**config.mk**
```make
export PLATFORM = sky130hd
export DESIGN_NAME = keypad_scan_ctrl
export DESIGN_NICKNAME = d
export VERILOG_FILES = /design/src/rtl/keypad_scan_ctrl.sv
export SDC_FILE = /design/constraint.sdc
export NUM_CORES = 1
export LEC_CHECK = 0
export ABC_AREA = 1
export BUFFER_PORTS_ARGS = -buffer_cell sky130_fd_sc_hd__buf_4
export CAP_MARGIN = 20
export CORE_MARGIN = 4
export CORE_UTILIZATION = 60
export CTS_CLUSTER_DIAMETER = 150
export DETAILED_ROUTE_END_ITERATION = 8
export PLACE_DENSITY = 0.76
export SETUP_SLACK_MARGIN = 0.5
export SYNTH_ARGS = -nofsm -noshare
export SYNTH_HDL_FRONTEND = slang
export SYNTH_SLANG_ARGS = --single-unit
```
**constraint.sdc**
```tcl
create_clock -name clk -period 2.6 [get_ports clk]
set_clock_uncertainty 0.15 [all_clocks]
set_input_delay 0 -clock clk [delete_from_list [all_inputs] [get_ports clk]]
set_output_delay 0 -clock clk [all_outputs]
set_load 0.05 [all_outputs]
```
**src/rtl/keypad_scan_ctrl.sv**
```systemverilog
// keypad_scan_ctrl: parametrised matrix-keypad scanner.
//
// Drives one row low at a time, debounces the active-low column inputs over DEBOUNCE scan
// ticks and reports debounced key changes as codes (row*COLS+col) through a small
// first-word-fall-through event FIFO. The whole block runs in the clk domain; the scan rate
// comes from a tick enable, and no clocks are derived.
//
// Ports:
//   clk          system clock
//   rst_n        asynchronous active-low reset
//   col_in       raw column inputs, active-low, asynchronous to clk
//   row_out      row drive, exactly one bit low
//   ev_valid     FIFO head valid
//   ev_ready     consumer accepts the FIFO head
//   ev_code      key code of the FIFO head, row*COLS+col
//   ev_release   FIFO head is a release event (0 = press)
//   ev_overflow  sticky flag, set when an event was dropped on a full FIFO
//   ovf_clr      clears ev_overflow (a simultaneous drop wins)
//   key_state    debounced key state, bit row*COLS+col, 1 = pressed
//   scan_done    one-clk pulse at the end of each full matrix pass
module keypad_scan_ctrl #(
  parameter int unsigned ROWS           = 4,
  parameter int unsigned COLS           = 4,
  parameter int unsigned CLK_DIV        = 125000,
  parameter int unsigned DEBOUNCE       = 2,
  parameter int unsigned FIFO_DEPTH     = 4,
  parameter int unsigned REPORT_RELEASE = 0,
  localparam int unsigned CODE_W        = ($clog2(ROWS * COLS) > 1) ? $clog2(ROWS * COLS) : 1
) (
  input  logic                   clk,
  input  logic                   rst_n,
  input  logic [COLS-1:0]        col_in,
  output logic [ROWS-1:0]        row_out,
  output logic                   ev_valid,
  input  logic                   ev_ready,
  output logic [CODE_W-1:0]      ev_code,
  output logic                   ev_release,
  output logic                   ev_overflow,
  input  logic                   ovf_clr,
  output logic [ROWS*COLS-1:0]   key_state,
  output logic                   scan_done
);

  localparam int unsigned KEYS    = ROWS * COLS;
  localparam int unsigned CNT_W   = $clog2(CLK_DIV);
  localparam int unsigned DWELL_W = $clog2(DEBOUNCE + 2);
  localparam int unsigned ROW_W   = $clog2(ROWS);
  localparam int unsigned COL_W   = $clog2(COLS);
  localparam int unsigned PTR_W   = $clog2(FIFO_DEPTH);

  typedef enum logic [0:0] {StDwell, StEmit} state_e;

  // ---------------------------------------------------------------------------------------
  // Column synchroniser
  // ---------------------------------------------------------------------------------------
  logic [COLS-1:0] col_meta_q, col_sync_q;

  always_ff @(posedge clk or negedge rst_n) begin
    if (!rst_n) begin
      col_meta_q <= '1;
      col_sync_q <= '1;
    end else begin
      col_meta_q <= col_in;
      col_sync_q <= col_meta_q;
    end
  end

  // ---------------------------------------------------------------------------------------
  // Scan tick: free-running divider, independent of the FSM state
  // ---------------------------------------------------------------------------------------
  logic [CNT_W-1:0] tick_cnt_q;
  logic             tick;

  assign tick = (tick_cnt_q == CNT_W'(CLK_DIV - 1));

  always_ff @(posedge clk or negedge rst_n) begin
    if (!rst_n) begin
      tick_cnt_q <= '0;
    end else if (tick) begin
      tick_cnt_q <= '0;
    end else begin
      tick_cnt_q <= tick_cnt_q + CNT_W'(1);
    end
  end

  // ---------------------------------------------------------------------------------------
  // Scan state
  // ---------------------------------------------------------------------------------------
  state_e             state_q;
  logic [DWELL_W-1:0] dwell_q;
  logic [ROW_W-1:0]   row_idx_q;
  logic [COL_W-1:0]   col_idx_q;
  logic [ROWS-1:0]    row_out_q;
  logic [KEYS-1:0]    key_state_q;
  // Per column: every sample so far was low / every sample so far was high.
  logic [COLS-1:0]    all_low_q, all_high_q;
  logic               scan_done_q;

  // Per-column decision while emitting; the FIFO push happens in the same clk.
  logic [CODE_W-1:0]  cur_code;
  logic               key_cur;
  logic               cand;
  logic               key_chg;
  logic               push;
  logic               push_rel;

  always_comb begin
    cur_code = CODE_W'(32'(row_idx_q) * COLS + 32'(col_idx_q));
    key_cur  = key_state_q[cur_code];
    // Mixed samples keep the previous debounced state.
    if (all_low_q[col_idx_q]) begin
      cand = 1'b1;
    end else if (all_high_q[col_idx_q]) begin
      cand = 1'b0;
    end else begin
      cand = key_cur;
    end
    key_chg  = (state_q == StEmit) && (cand != key_cur);
    push     = key_chg && (cand || (REPORT_RELEASE != 0));
    push_rel = ~cand;
  end

  always_ff @(posedge clk or negedge rst_n) begin
    if (!rst_n) begin
      state_q     <= StDwell;
      dwell_q     <= '0;
      row_idx_q   <= '0;
      col_idx_q   <= '0;
      row_out_q   <= ~ROWS'(1);
      key_state_q <= '0;
      all_low_q   <= '0;
      all_high_q  <= '0;
      scan_done_q <= 1'b0;
    end else begin
      scan_done_q <= 1'b0;
      unique case (state_q)
        StDwell: begin
          if (tick) begin
            dwell_q <= dwell_q + DWELL_W'(1);
            // dwell_q == 0 is the settle tick; its column values are ignored.
            if (dwell_q == DWELL_W'(1)) begin
              all_low_q  <= ~col_sync_q;
              all_high_q <= col_sync_q;
            end else if (dwell_q != '0) begin
              all_low_q  <= all_low_q & ~col_sync_q;
              all_high_q <= all_high_q & col_sync_q;
            end
            if (dwell_q == DWELL_W'(DEBOUNCE)) begin
              state_q   <= StEmit;
              col_idx_q <= '0;
            end
          end
        end
        StEmit: begin
          // key_state is updated even when the event itself is dropped on a full FIFO.
          if (key_chg) begin
            key_state_q[cur_code] <= cand;
          end
          if (col_idx_q == COL_W'(COLS - 1)) begin
            state_q   <= StDwell;
            dwell_q   <= '0;
            row_out_q <= {row_out_q[ROWS-2:0], row_out_q[ROWS-1]};
            if (row_idx_q == ROW_W'(ROWS - 1)) begin
              row_idx_q   <= '0;
              scan_done_q <= 1'b1;
            end else begin
              row_idx_q <= row_idx_q + ROW_W'(1);
            end
          end else begin
            col_idx_q <= col_idx_q + COL_W'(1);
          end
        end
        default: state_q <= StDwell;
      endcase
    end
  end

  // ---------------------------------------------------------------------------------------
  // Event FIFO: first-word-fall-through, pointers carry one extra wrap bit
  // ---------------------------------------------------------------------------------------
  logic [CODE_W:0]  fifo_mem [FIFO_DEPTH];
  logic [PTR_W:0]   wr_ptr_q, rd_ptr_q;
  logic             fifo_empty, fifo_full;
  logic             pop, wr_en, drop;
  logic             ovf_q;

  always_comb begin
    fifo_empty = (wr_ptr_q == rd_ptr_q);
    fifo_full  = (wr_ptr_q[PTR_W] != rd_ptr_q[PTR_W]) &&
                 (wr_ptr_q[PTR_W-1:0] == rd_ptr_q[PTR_W-1:0]);
    pop        = !fifo_empty && ev_ready;
    // A pop in the same clk frees the slot the push needs.
    wr_en      = push && (!fifo_full || pop);
    drop       = push && fifo_full && !pop;
  end

  always_ff @(posedge clk) begin
    if (wr_en) begin
      fifo_mem[wr_ptr_q[PTR_W-1:0]] <= {push_rel, cur_code};
    end
  end

  always_ff @(posedge clk or negedge rst_n) begin
    if (!rst_n) begin
      wr_ptr_q <= '0;
      rd_ptr_q <= '0;
      ovf_q    <= 1'b0;
    end else begin
      if (wr_en) begin
        wr_ptr_q <= wr_ptr_q + (PTR_W+1)'(1);
      end
      if (pop) begin
        rd_ptr_q <= rd_ptr_q + (PTR_W+1)'(1);
      end
      if (drop) begin
        ovf_q <= 1'b1;
      end else if (ovf_clr) begin
        ovf_q <= 1'b0;
      end
    end
  end

  // ---------------------------------------------------------------------------------------
  // Outputs
  // ---------------------------------------------------------------------------------------
  assign row_out     = row_out_q;
  assign key_state   = key_state_q;
  assign scan_done   = scan_done_q;
  assign ev_valid    = !fifo_empty;
  assign ev_code     = fifo_mem[rd_ptr_q[PTR_W-1:0]][CODE_W-1:0];
  assign ev_release  = fifo_mem[rd_ptr_q[PTR_W-1:0]][CODE_W];
  assign ev_overflow = ovf_q;

endmodule

```
After elaboration in Yosys (flattened, before gate mapping)

Memory sizes are Yosys's and may differ from the RTL's.
Cells that the tools add are included.

Bits in writable memories: 20
Output and inout bits: 28
Memories: 1
Latch bits: 0
Register bits: 68
Bits in read-only memories: 0

Reduce and logical (&&, ||, !) cells: 20
Bitwise gates (word level): 5
Magnitude comparators: 3
Multiply operators: 0
Add/subtract/negate cells: 7
Equality and inequality tests: 13
Shift operators: 0
Mux-type cells: 35
Div/mod/pow operators: 0

Memory list:

| name     | depth | bits a word | read ports | clocked after memory_dff | write ports | line | source |
|---|---|---|---|---|---|---|---|
| fifo_mem | 4     | 5           | 1          | 0                        | 1           | 181  | `logic [CODE_W:0] fifo_mem [FIFO_DEPTH];` |

Operator list:

| operator                                                               | number |
|---|---|
| 17-bit by 1-bit adder with 17-bit output (second input constant)       | 1 |
| 17-bit equality test (second input constant)                           | 1 |
| 17-bit two-way mux                                                     | 1 |
| 16-bit bitwise mux                                                     | 1 |
| 1-bit two-way mux                                                      | 16 |
| 4-bit two-way mux                                                      | 4 |
| 2-bit two-way mux                                                      | 6 |
| 4-bit AND                                                              | 2 |
| 1-bit logical AND                                                      | 8 |
| 2-bit one-hot mux with 2 select lines                                  | 2 |
| 2-bit by 1-bit adder with 2-bit output (second input constant)         | 3 |
| 3-bit by 1-bit adder with 3-bit output (second input constant)         | 2 |
| 2-bit equality test (second input constant)                            | 3 |
| 2-bit != test (second input constant)                                  | 3 |
| 2-bit AND reduction                                                    | 3 |
| 3-bit AND reduction                                                    | 2 |
| 2-bit nonzero test                                                     | 3 |
| 4-bit by 5-bit < comparator with 1-bit output (second input constant)  | 1 |
| 4-bit by 2-bit adder with 4-bit output                                 | 1 |
| 1-bit binary-select mux with 2-bit select                              | 2 |
| 1-bit binary-select mux with 4-bit select                              | 1 |
| 1-bit demux with 4-bit select                                          | 1 |
| 4-bit by 1-bit >= comparator with 1-bit output (second input constant) | 1 |
| 4-bit inverter                                                         | 1 |
| other kinds (10)                                                       | 14 |

Logic depth before layout (Yosys ltp)

Word-level depth: 11
Gate-level depth with buffers: 13
Depth with buffers taken out: 12

Worst setup path before layout

No wires, ideal clock.

Path type: register to register
From: register key_state_q[15] (netlist: key_state[15])
To: memory fifo_mem[3][0] in the netlist's numbering (enable)
Period minus slack after synthesis: 2.234 ns
Buffers on the path: 0
Stages on the path, launching flop included: 8
Required time: 2.075 ns
Data arrival time: 1.709 ns
Path slack: 0.366 ns
Path through: dfrtp_1 -> nand2_1 -> nand2_1 -> nand2_1 -> nand3_1 -> nand3_1 -> nand4_1 -> nor3b_1

Longest elaborated chain between the ends: 10

Ends and longest elaborated chain:

| what                                          | line | source |
|---|---|---|
| from (decl)                                   | 94   | `logic [KEYS-1:0] key_state_q;` |
| from (signal, indexed assignment)             | 157  | `key_state_q[cur_code] <= cand;` |
| 1-bit binary-select mux with 4-bit select (*) | 109  | `key_cur = key_state_q[cur_code];` |
| 1-bit two-way mux (not written as such) (*)   | 109  |  |
| 1-bit two-way mux                             | 113  | `end else if (all_high_q[col_idx_q]) begin` |
| 1-bit two-way mux                             | 111  | `if (all_low_q[col_idx_q]) begin` |
| 1-bit != test                                 | 118  | `key_chg = (state_q == StEmit) && (cand != key_cur);` |
| 1-bit logical AND                             | 118  |  |
| 1-bit logical AND (*)                         | 119  | `push = key_chg && (cand \|\| (REPORT_RELEASE != 0));` |
| 1-bit logical AND (*)                         | 193  | `wr_en = push && (!fifo_full \|\| pop);` |
| 1-bit two-way mux (*)                         | 198  | `if (wr_en) begin` |
| 1-bit two-way mux (not written as such) (*)   | 199  | `fifo_mem[wr_ptr_q[PTR_W-1:0]] <= {push_rel, cur_code};` |
| to (decl)                                     | 181  |  |

Every way passes the cells marked *; elsewhere a longest branch is shown, timed or not. The select of a mux whose other input is x is not followed.

Final worst setup path

From: register col_idx_q[0]
To: memory fifo_mem[3][1] in the netlist's numbering (enable)

Longest elaborated chain between the ends: 11
Elaborated cells on any way between the ends: 15
Those cells by class: 1 x add/sub; 1 x eq/ne; 10 x mux; 3 x reduce/logical

Ends and longest elaborated chain:

| what                                        | line | source |
|---|---|---|
| from (decl)                                 | 92   | `logic [COL_W-1:0] col_idx_q;` |
| from (signal assigned)                      | 170  | `col_idx_q <= col_idx_q + COL_W'(1);` |
| 4-bit by 2-bit adder with 4-bit output      | 108  | `cur_code = CODE_W'(32'(row_idx_q) * COLS + 32'(col_idx_q));` |
| 1-bit binary-select mux with 4-bit select   | 109  |  |
| 1-bit two-way mux (not written as such)     | 109  |  |
| 1-bit two-way mux                           | 113  |  |
| 1-bit two-way mux                           | 111  |  |
| 1-bit != test                               | 118  |  |
| 1-bit logical AND                           | 118  |  |
| 1-bit logical AND (*)                       | 119  |  |
| 1-bit logical AND (*)                       | 193  |  |
| 1-bit two-way mux (*)                       | 198  |  |
| 1-bit two-way mux (not written as such) (*) | 199  |  |

Marked as above.

==> flow_metrics.py <==
metrics = {
    "clock_network": {
        "clkSlewWorstSetupHoldPaths_ps": 100,
        "numCtsBuffers": 9,
        "cts_tree": "yes",
        "cts.sinks": 88,
        "cts_buffer_depth": 2,
        "insertion_delay_ps": 360,
        "cts-root-buf": "clkbuf_8",
        "htreeDepth": 3,
    },
    "critical_path": {
        "cp-end-kind": "flop",
        "max_stage_delay_ps": 460,
        "crit_family": "simple AND/OR/NAND/NOR gates",
        "cp.required_ps": 2520,
        "crit_top_cell": "nand2_1",
        "worstPathArrival_ps": 2000,
        "cpMaxStageDelayCell": "dfrtp_2",
        "worstPathMaxFanout": 8,
        "path_buf_inv": 3,
        "crit_chain": "buf_6 > nand2_1 > nand2_1 > nand2_1 > nand3_2 > nand3_2 > nand4_1 > buf_6 > nor3b_2 > buf_4",
        "critPathKind": "reg2reg",
        "worst_setup_path_start_kind": "flop",
    },
    "global_route": {
        "grt_overflow": 0,
        "grt_max_degree": 69,
        "track_usage": 0.227,
        "grt_pass1_wl_mm": 15.7,
        "antenna_found_initial": 0,
        "first_global_vias": 3379,
    },
    "synthesis": {
        "ys_ff_latch": 88,
        "yosysSeqAreaShare": 0.526,
        "synthMuxAreaShare": 0.00512,
        "synth_compound_area_frac": 0.0580,
        "avgSynthCellArea_um2": 9.15,
        "ys_warn_count": 0,
        "synth.top_cell.area_share": 0.324,
        "synth_area_leaders": "dfrtp_1, edfxtp_1, nand2_1",
        "synthXorXnorAreaFrac": 0.0299,
        "synth_top_family_by_area": "simple AND/OR/NAND/NOR gates",
        "synth_top_area_cell": "dfrtp_1",
        "synthAdderAreaFrac": 0.0484,
        "netlist_area_um2": 4400,
        "syn-num-nets": 506,
        "synthCells": 481,
        "synth-simple-area-share": 0.260,
        "synth_cell_types": 35,
    },
    "finish": {
        "drive_above_1_share": 0.237,
        "finalInstanceArea_um2": 5230,
        "final_util": 0.753,
        "num_antenna_cells": 0,
        "nNetsFinal": 569,
        "final_cell_mix": "nand2_1, inv_1, dfrtp_1, buf_4, nor2_1",
        "fillers": 480,
        "final_common_cell": "nand2_1",
        "area_growth_pct": 18.9,
    },
    "routing": {
        "antenna_left": 0,
        "vias_per_cell": 5.49,
        "vias": 3543,
        "firstDrtPassIters": 5,
        "drtIter0Drc": 298,
        "route.detailed.wl_per_inst_um": 14.9,
        "routed_wl_mm": 9.59,
        "drcViolationCount": 0,
    },
    "sta": {
        "rsz0062_at_grt": "true",
        "slew_headroom": 0.453,
        "tns_ps": 0,
        "final_max_slew_viol_count": 0,
        "whs_ps": 112,
        "fin_crit_ps": 2070,
        "final_hold_viol_count": 0,
        "finalSetupViolations": 0,
        "tightest_slew_ps": 821,
        "fmax_mhz": 482,
        "fin_crit_sh": 0.798,
    },
    "floorplan": {
        "pin_count": 36,
        "rows": 30,
        "dieArea_um2": 8770,
        "die_y_um": 93.6,
        "die_x_um": 93.6,
        "initial_core_util": 0.634,
        "core_um2": 6940,
    },
    "placed_design": {
        "post-dp-hpwl_mm": 6.38,
        "gp_congestion": 0.838,
        "place_area_um2": 4770,
        "port_buffers": 35,
    },
    "power_and_ir_drop": {
        "power_mw": 2.91,
        "ir_drop_mv": 0.370,
        "p_leak_nw": 2.57,
        "powerDensity_nw_per_um2": 557,
    },
    "worst_hold_path": {
        "hp-class": "in2async",
    },
    "flow_run": {
        "max_cap_viol_count": 0,
    },
    "status": {
        "status": "finished, final reports clean",
    },
}
-- sequential cells by signal (all words and copies together) (netlist names), 2 cells and up --
name        flops
all_high_q      4
all_low_q       4
col_idx_q       2
col_meta_q      4
col_sync_q      4
dwell_q         2
fifo_mem       20
key_state      16
rd_ptr_q        3
row_idx_q       2
row_out         4
tick_cnt_q     17
wr_ptr_q        3
-- what timing repair did --
item | in CTS | in global routing
gates resized for setup | 4 | 23
buffers inserted | 1 | 11
cloned | 0 | 1
endpoints found under the setup margin | 40 | 54
hold buffers | 7 | 0
endpoints found under the hold margin | 65 | 0
pin swaps | 2 | 10
-- cells in the mapped netlist --
library cell and instances:
a21oi_1 14, a22o_1 1, a22oi_1 2, buf_1 1
buf_2 2, buf_4 1, buf_6 2, buf_8 1
clkbuf_1 4, dfrtp_1 57, dfstp_2 11, edfxtp_1 20
ha_1 17, inv_1 59, inv_2 6, mux2_2 2
nand2_1 107, nand2_2 4, nand2_4 1, nand3_1 29
nand3_2 11, nand4_1 26, nor2_1 40, nor2_2 1
nor2_4 2, nor2_8 1, nor3_1 9, nor3b_1 5
nor4_1 1, o211ai_2 1, o21ai_0 19, o21ai_1 2
o22ai_1 7, xnor2_1 3, xor2_1 12
-- metrics by stage --
step	setup WS, ps	cells
floorplan	366	481
global route	453	645
detailed placement	384	609
global placement	440	609
CTS	496	633
finish	526	645
-- kinds of logic (layout without fill, tap and decap cells) --
kind of cell,count (synthesis),in the layout
AO/OA/AOI/OAI,46,46
XOR/XNOR,15,15
adder cells (fa/ha/maj),17,17
buffers and inverters,76,143
flip-flops,88,88
multiplexers,2,2
AND/OR/NAND/NOR,237,238
-- routing by layer --
metal  share of wire  track usage  vias up
met2            0.48        0.372      152
met5               0            0        -
met3           0.066       0.0595       21
li1                -            -     1704
met4           0.018       0.0758        0
met1            0.43        0.296     1666
-- path summary, 6_finish.rpt --
path | slack, ps | startpoint | cells after the start | end
max | 530 | col_idx_q[0]$_DFFE_PN0P_ | 10 | fifo_mem[3][1]$_DFFE_PP_
max in group asynchronous | 1570 | rst_n | 2 | row_idx_q[0]$_DFFE_PN0P_
min reg2reg | 210 | col_meta_q[0]$_DFF_PN1_ | 0 | col_sync_q[0]$_DFF_PN1_
min | 110 | rst_n | 2 | rd_ptr_q[1]$_DFFE_PN0P_
min in group clk | 140 | col_in[2] | 2 | col_meta_q[2]$_DFF_PN1_
max reg2reg | 530 | col_idx_q[0]$_DFFE_PN0P_ | 10 | fifo_mem[3][1]$_DFFE_PP_
-- area by class of cell --
class	count	area (um^2)	area share
Sequential cell	88	2320	0.443
Inverter	65	253	0.0483
Clock buffer	9	124	0.0237
Tap cell	96	120	0.0230
Timing Repair Buffer	62	519	0.0993
Clock inverter	7	43.8	0.00837
Multi-Input combinational cell	318	1850	0.354
-- report_power, final --
group	leakage, nW	total (mW)	internal, mW	switching [mW]
combinational	1.39	0.570	0.188	0.382
clock	0.0872	0.843	0.346	0.497
sequential	1.09	1.50	1.44	0.0567
-- worst register-to-register path, cell delays in order (launching register included) --
cell and delay, ps:
dfrtp_2 460, buf_6 160, nand2_1 60, nand2_1 60
nand2_1 90, nand3_2 70, nand3_2 110, nand4_1 130
buf_6 170, nor3b_2 160, buf_4 170
Note: power is estimated with default switching activity, not from simulation.
